==> src/rtl/cpu_pkg.sv <==
// rtl/cpu_pkg.sv - shared types and encodings for the CR16-style sequencer
package cpu_pkg;

  typedef enum logic [2:0] {
    FETCH  = 3'd0,
    DECODE = 3'd1,
    EXEC   = 3'd2,
    MEM    = 3'd3,
    WB     = 3'd4,
    HALT   = 3'd5
  } state_e;

  // Major opcodes (IR[15:12]); immediate ops reuse the R-type ext code as op
  localparam logic [3:0] OP_RTYPE = 4'h0;
  localparam logic [3:0] OP_ANDI  = 4'h1;
  localparam logic [3:0] OP_ORI   = 4'h2;
  localparam logic [3:0] OP_XORI  = 4'h3;
  localparam logic [3:0] OP_SPEC  = 4'h4;
  localparam logic [3:0] OP_BCOND = 4'hC;
  localparam logic [3:0] OP_LUI   = 4'hF;

  // ALU codes shared between R-type ext and immediate op fields
  localparam logic [3:0] ALU_CMP  = 4'hB;
  localparam logic [3:0] ALU_MOV  = 4'hD;

  // Extended codes under OP_SPEC (IR[7:4])
  localparam logic [3:0] EXT_LOAD  = 4'h0;
  localparam logic [3:0] EXT_STOR  = 4'h4;
  localparam logic [3:0] EXT_JAL   = 4'h8;
  localparam logic [3:0] EXT_JCOND = 4'hC;

  typedef enum logic [3:0] {
    C_EQ = 4'h0, C_NE = 4'h1, C_CS = 4'h2, C_CC = 4'h3,
    C_HI = 4'h4, C_LS = 4'h5, C_GT = 4'h6, C_LE = 4'h7,
    C_FS = 4'h8, C_FC = 4'h9, C_LO = 4'hA, C_HS = 4'hB,
    C_LT = 4'hC, C_GE = 4'hD, C_UC = 4'hE, C_NV = 4'hF
  } cond_e;

  // ALU operation codes that exist both as R-type ext and as immediate op
  function automatic logic is_alu_code(input logic [3:0] code);
    return code inside {4'h1, 4'h2, 4'h3, 4'h5, 4'h6, 4'h7,
                        4'h9, 4'hA, 4'hB, 4'hD, 4'hE};
  endfunction

endpackage

==> src/rtl/cpu_controller_cond_eval.sv <==
// rtl/cpu_controller_cond_eval.sv - branch/jump condition evaluator
module cond_eval
  import cpu_pkg::*;
(
  input  logic [3:0] cond,
  input  logic [4:0] flags,
  output logic       taken
);

  logic c_f, l_f, f_f, z_f, n_f;
  logic base;

  assign {c_f, l_f, f_f, z_f, n_f} = flags;

  // Conditions come in complementary pairs: the odd code negates the even one
  always_comb begin
    base = 1'b0;
    case (cond[3:1])
      3'd0: base = z_f;
      3'd1: base = c_f;
      3'd2: base = l_f;
      3'd3: base = n_f;
      3'd4: base = f_f;
      3'd5: base = !l_f && !z_f;
      3'd6: base = !n_f && !z_f;
      3'd7: base = 1'b1;
      default: base = 1'b0;
    endcase
    taken = base ^ cond[0];
  end

endmodule

==> src/rtl/cpu_controller.sv <==
// rtl/cpu_controller.sv - multi-cycle FETCH/DECODE/EXEC/MEM/WB sequencer
module cpu_controller
  import cpu_pkg::*;
#(
  parameter int NUM_REGS = 16,
  parameter int IMM_W    = 16
) (
  input  logic                clk,
  input  logic                reset,
  input  logic [15:0]         instr,
  input  logic                mem_ready,
  input  logic [4:0]          flags,
  output logic                ir_load,
  output logic                mem_req,
  output logic                mem_we,
  output logic                addr_sel,
  output logic                pc_en,
  output logic [1:0]          pc_sel,
  output logic [NUM_REGS-1:0] wEnable,
  output logic [1:0]          wb_sel,
  output logic [7:0]          opcode,
  output logic [3:0]          Rdest,
  output logic [3:0]          Rsrc_Imm,
  output logic                Imm_select,
  output logic [IMM_W-1:0]    Imm_in,
  output logic                flags_we,
  output logic                halted
);

  state_e      state, state_nxt;
  logic [15:0] ir;

  logic [3:0] op, ext, alu_code;
  logic       is_rtype, is_imm, is_alu;
  logic       is_load, is_stor, is_jal, is_jcond, is_bcond;
  logic       alu_write, alu_flags;
  logic       taken;
  logic [NUM_REGS-1:0] dest_onehot;

  assign op       = ir[15:12];
  assign ext      = ir[7:4];
  assign opcode   = {op, ext};
  assign Rdest    = ir[11:8];
  assign Rsrc_Imm = ir[3:0];

  assign is_rtype = (op == OP_RTYPE) && is_alu_code(ext);
  assign is_imm   = is_alu_code(op) || (op == OP_LUI);
  assign is_alu   = is_rtype || is_imm;
  assign alu_code = is_rtype ? ext : op;
  assign is_load  = (op == OP_SPEC) && (ext == EXT_LOAD);
  assign is_stor  = (op == OP_SPEC) && (ext == EXT_STOR);
  assign is_jal   = (op == OP_SPEC) && (ext == EXT_JAL);
  assign is_jcond = (op == OP_SPEC) && (ext == EXT_JCOND);
  assign is_bcond = (op == OP_BCOND);

  // Compares only touch the PSR; moves and LUI only touch the register file
  assign alu_write = is_alu && (alu_code != ALU_CMP);
  assign alu_flags = is_alu && (alu_code != ALU_MOV) && (alu_code != OP_LUI);

  assign dest_onehot = NUM_REGS'(1) << Rdest;
  assign Imm_select  = is_imm;

  cond_eval u_cond_eval (
    .cond  (ir[11:8]),
    .flags (flags),
    .taken (taken)
  );

  // Immediate extension: logical ops zero-extend, LUI shifts into the high byte
  always_comb begin
    Imm_in = IMM_W'($signed(ir[7:0]));
    if (op inside {OP_ANDI, OP_ORI, OP_XORI})
      Imm_in = IMM_W'(ir[7:0]);
    else if (op == OP_LUI)
      Imm_in = IMM_W'({ir[7:0], 8'h00});
  end

  // State and instruction register; reset aborts any instruction in flight
  always_ff @(posedge clk or negedge reset) begin
    if (!reset) begin
      state <= FETCH;
      ir    <= 16'h0000;
    end else begin
      state <= state_nxt;
      if (ir_load)
        ir <= instr;
    end
  end

  // Next-state and control outputs; FETCH strobes are masked while reset is low
  always_comb begin
    state_nxt = state;
    ir_load   = 1'b0;
    mem_req   = 1'b0;
    mem_we    = 1'b0;
    addr_sel  = 1'b0;
    pc_en     = 1'b0;
    pc_sel    = 2'd0;
    wEnable   = '0;
    wb_sel    = 2'd0;
    flags_we  = 1'b0;
    halted    = 1'b0;
    case (state)
      FETCH: begin
        mem_req = reset;
        ir_load = reset && mem_ready;
        if (mem_ready)
          state_nxt = DECODE;
      end
      DECODE: begin
        if (ir == 16'h0000)
          state_nxt = HALT;
        else if (is_load || is_stor)
          state_nxt = MEM;
        else
          state_nxt = EXEC;
      end
      EXEC: begin
        pc_en     = 1'b1;
        state_nxt = FETCH;
        if (is_alu) begin
          wEnable  = alu_write ? dest_onehot : '0;
          flags_we = alu_flags;
        end else if (is_bcond) begin
          pc_sel = taken ? 2'd1 : 2'd0;
        end else if (is_jcond) begin
          pc_sel = taken ? 2'd2 : 2'd0;
        end else if (is_jal) begin
          wEnable = dest_onehot;
          wb_sel  = 2'd2;
          pc_sel  = 2'd2;
        end
      end
      MEM: begin
        mem_req  = 1'b1;
        addr_sel = 1'b1;
        mem_we   = is_stor;
        if (mem_ready) begin
          if (is_load) begin
            state_nxt = WB;
          end else begin
            pc_en     = 1'b1;
            state_nxt = FETCH;
          end
        end
      end
      WB: begin
        wEnable   = dest_onehot;
        wb_sel    = 2'd1;
        pc_en     = 1'b1;
        state_nxt = FETCH;
      end
      HALT: begin
        halted = 1'b1;
      end
      default: state_nxt = FETCH;
    endcase
  end

endmodule

==> config.mk <==
export PLATFORM = sky130hd
export DESIGN_NAME = cpu_controller
export DESIGN_NICKNAME = d
export VERILOG_FILES = /design/src/rtl/cpu_pkg.sv /design/src/rtl/cpu_controller_cond_eval.sv /design/src/rtl/cpu_controller.sv
export SDC_FILE = /design/constraint.sdc
export NUM_CORES = 1
export LEC_CHECK = 0
export CAP_MARGIN = 40
export CORE_MARGIN = 2
export CORE_UTILIZATION = 41
export CTS_BUF_LIST = sky130_fd_sc_hd__clkbuf_4
export DETAILED_ROUTE_END_ITERATION = 10
export PLACE_DENSITY = 0.84
export SYNTH_ARGS = -nofsm -noshare
export SYNTH_HDL_FRONTEND = slang
export SYNTH_HIERARCHICAL = 1
export SYNTH_SLANG_ARGS = --single-unit
==> constraint.sdc <==
create_clock -name clk -period 2.6 [get_ports clk]
set_input_delay 0.78 -clock clk [delete_from_list [all_inputs] [get_ports clk]]
set_output_delay 0.78 -clock clk [all_outputs]
set_load 0.02 [all_outputs]
==> run summary <==
The peak per-stage delay on the critical path was 420 ps. The floorplan step defined a die boundary enclosing 4470 sq um. The kind of end point of the critical path was a primary output. Setup repair after global routing could not meet its margin everywhere. Met3 capacity usage during global routing: 5.07%. Once the floorplan was initialized, standard cells occupied 43.3% of the core. Worst hold-check path type: in -> async. The clock latency reported for the late side of the worst-skew pair is 300 ps, and the count of max-cap constraint violations is 0. Setup violations remaining at the end of the flow were counted as 21.

Entering global routing, the biggest net connects 17 pins. The first global-routing pass estimated 9.27 mm of wire. The logs give 1 for the maximum level of the CTS H-tree and -295 ps for the worst path setup slack after routing. The shortest period the worst path allows is 2900 ps.

Largest delay contributor family on the critical path: compound AO/OA/AOI/OAI gates. Kind of start point of the critical path: a flip-flop. In this run the tightest slew margin relative to its limit is 72.5%. Share of cells above drive strength 1: 52.5%.

The checks that failed: negative setup slack. Count of nets after finishing: 345. The first-pass iteration count of the detailed router is 4, and the growth of design area from synthesis to finish is 90.4%. The sequential area share after synthesis is 29.3%, and the detailed placer's ending HPWL is 4.21 mm. For the final standard cell utilization of the core, the log shows 82.5%. The number of different library cells used by synthesis comes to 41.

The max-slew violation count is 0. Counting buffers and inverters, the worst setup path is 8 cells deep. The floorplan step set the die height to 66.9 um. The number of antenna-violating nets in the routed design came out at 0. The sequential cells in the finished layout cover a total of 480 sq um.

After floorplanning, the core was sized to cover 3740 sq um. The analysis attributes to cell leakage a power of 1.40 nW. The buffer cell driving the clock tree root is sky130_fd_sc_hd__clkbuf_4. The synthesized netlist occupies a cell area of 1620 sq um.

The logs give 625 ps for the worst hold-check slack and 0 for the total grt overflow. The data required time at the worst endpoint was 1820 ps; the global-route met2 utilization was 47.8%. Global routing consumed, on the met1 layer, 32.5% of the routing resources. The library cell used most frequently in the layout, excluding fill and tap cells, is sky130_fd_sc_hd__buf_4. The synthesized design contains 19 register bits. In this run the power density over the cells is 162 nW/um^2. Data on the critical path arrives at its endpoint at 2120 ps. For the pin with the worst max-slew slack, the measured transition is 409 ps. After detailed routing, the total wire length is 5.70 mm.

The completed layout was analyzed and its total power is 0.500 mW. Measured in cells, the most critical reg-to-reg path has a length of 7. For this run, the total global-route usage over all layers was measured as 26.7%.

The via count came out at 1972. Yosys printed 6 warnings. The total buffers and inverters traversed by the critical path is 4, and the number of vias per cell is 5.36.

Traced cell by cell, the critical path runs through buf_4, buf_6, nor3_2, a41o_1, o311ai_4, buf_6, a21oi_1, buf_4. Count of pins on the block boundary: 84. The clock net in this run drives a total of 19 sinks. The flow ran to the end, but the final reports show violations.

Adding up every negative setup slack in the final design gives -5050 ps. In this run the core area contains 22 standard-cell rows. Fill cells in the final layout number 239. Measured along the x axis, the die boundary spans 66.9 um. The worst-case clock skew was 7.70 ps.

In the layout the commonest cells are 56 x sky130_fd_sc_hd__buf_4, 34 x sky130_fd_sc_hd__clkdlybuf4s50_1, 28 x sky130_fd_sc_hd__nand2_1. At the placement stage, the worst setup path has a slack of -1090 ps. The detailed router's first-iteration violation count came out at 117.

In the routed design, unresolved DRC markers number 0. Counting every instance in the synthesized netlist gives 194. TritonCTS built the clock tree. The slowest stage of the critical path is the sky130_fd_sc_hd__dfrtp_2 cell. The tools report the via count of the first global-routing pass as 2049. Synthesis produced a netlist with a net count of 218.

The top achievable clock speed came out at 345 MHz. The area of the multi-input gates is 1290 sq um. The number of antenna diodes in the final layout is 0. The tools report the number of CTS-inserted buffers as 3. Number of antenna violations at the first check in global routing: 0. Of the available clock period, the critical path in the final layout requires 111%. The number of hold violations in the final report is 0, and the average detailed-routed wire length per instance is 15.5 um. Routability-driven placement finished with a final weighted congestion of 0.972.

The critical-path maximum fanout came out at 8. The layer flagged by global routing as most heavily used is met2. For the largest buffer count on any clock path, the log shows 2. The clock-pin slew of the registers on the worst-case setup and hold paths came out at 110 ps. The count of buffers from port buffering works out to 83. The kind of critical path was reg -> out. The post-synthesis average cell area was 8.36 sq um. The worst-case IR drop observed on VDD is 0.000222 V.
## cell families after synthesis
kind of cell / share of synthesized area [%]
compound gates: 15.8
xor+xnor: 1.08
buf+inv: 7.95
flops: 29.3
mux: 11.7
simple gates: 34.1
## power breakdown
group	switching [mW]	internal, mW	leakage, nW	total [mW]
Sequential	0	0.295	0.248	0.295
Combinational	0.0185	0.0356	1.14	0.0541
Clock	0.0934	0.0573	0.0177	0.151
## per-stage QoR
step / std cells / instance area, sq um
finish: 368 / 3090
global route: 368 / 3090
CTS: 367 / 3040
detailed placement: 357 / 2910
global placement: 357 / 2910
floorplan: 194 / 1740
## layout make-up
cell class                      instances  share of cell area [%]
Multi-Input combinational cell        154                    41.7
Timing Repair Buffer                  139                    39.4
Sequential cell                        19                    15.6
Tap cell                               48                    1.94
Clock buffer                            3                   0.729
Inverter                                4                   0.486
Clock inverter                          1                   0.162
## per-layer routing
metal  part of all wire [%]  wire length (um)
met1                     41              2360
met5                      0                 0
met2                     50              2830
met4                    1.2                68
met3                    7.7               437
## cell usage after synthesis
master	number	area (sq um)
sky130_fd_sc_hd__a221oi_2	1	15.0
sky130_fd_sc_hd__o21a_1	1	7.51
sky130_fd_sc_hd__nor2_2	1	6.26
sky130_fd_sc_hd__buf_2	10	50.1
sky130_fd_sc_hd__and2_1	12	75.1
sky130_fd_sc_hd__or2_2	2	12.5
sky130_fd_sc_hd__o211ai_1	1	7.51
sky130_fd_sc_hd__mux2i_1	1	10.0
sky130_fd_sc_hd__o22ai_1	1	6.26
sky130_fd_sc_hd__a311o_2	1	11.3
sky130_fd_sc_hd__nor3b_1	2	15.0
sky130_fd_sc_hd__or4bb_1	1	11.3
sky130_fd_sc_hd__or3b_1	2	17.5
sky130_fd_sc_hd__nor2b_1	9	56.3
sky130_fd_sc_hd__a21boi_0	1	7.51
sky130_fd_sc_hd__nor2_1	8	30.0
sky130_fd_sc_hd__a41o_1	2	20.0
sky130_fd_sc_hd__buf_6	5	56.3
sky130_fd_sc_hd__o311ai_1	1	8.76
sky130_fd_sc_hd__nor3_1	5	25.0
sky130_fd_sc_hd__dfrtp_1	19	475
sky130_fd_sc_hd__and3_1	2	12.5
sky130_fd_sc_hd__a32o_1	1	10.0
sky130_fd_sc_hd__o21ai_0	5	25.0
sky130_fd_sc_hd__o311ai_4	1	26.3
sky130_fd_sc_hd__a32oi_1	1	8.76
sky130_fd_sc_hd__clkbuf_1	2	7.51
sky130_fd_sc_hd__nand3_1	8	40.0
sky130_fd_sc_hd__nor4_4	2	42.5
sky130_fd_sc_hd__or3_4	1	11.3
sky130_fd_sc_hd__a21o_1	1	7.51
sky130_fd_sc_hd__xnor2_1	2	17.5
sky130_fd_sc_hd__nand2_1	31	116
sky130_fd_sc_hd__nand4_1	4	25.0
sky130_fd_sc_hd__or2_1	1	6.26
sky130_fd_sc_hd__nand4b_1	2	17.5
sky130_fd_sc_hd__nor4_1	4	25.0
sky130_fd_sc_hd__a21oi_1	19	95.1
sky130_fd_sc_hd__mux2_2	16	180
sky130_fd_sc_hd__and2_2	1	7.51
sky130_fd_sc_hd__inv_1	4	15.0
## registers in the layout, summed over array words and instances (netlist names)
name   flops
state      3
ir        16
## repair_timing
action                                  4_1_cts  5_1_grt
setup buffers                                 6        4
hold buffers                                  0        0
gates resized for setup                     218       47
endpoints found under the setup margin       42       37
gates cloned                                  1        0
pin swaps                                    21       12
## final timing paths
kind / slack, ps / from / to
min reg2reg: 630 / state[2]$_DFFE_PN0P_ / state[1]$_DFFE_PN0P_
min in group clk: 630 / state[2]$_DFFE_PN0P_ / state[1]$_DFFE_PN0P_
min: 630 / reset / ir[0]$_DFFE_PN0P_
max in group asynchronous: 1720 / reset / ir[9]$_DFFE_PN0P_
max: -300 / ir[12]$_DFFE_PN0P_ / wEnable[9]
max reg2reg: 750 / state[0]$_DFFE_PN0P_ / ir[12]$_DFFE_PN0P_
Note: power is estimated with default switching activity, not from simulation.
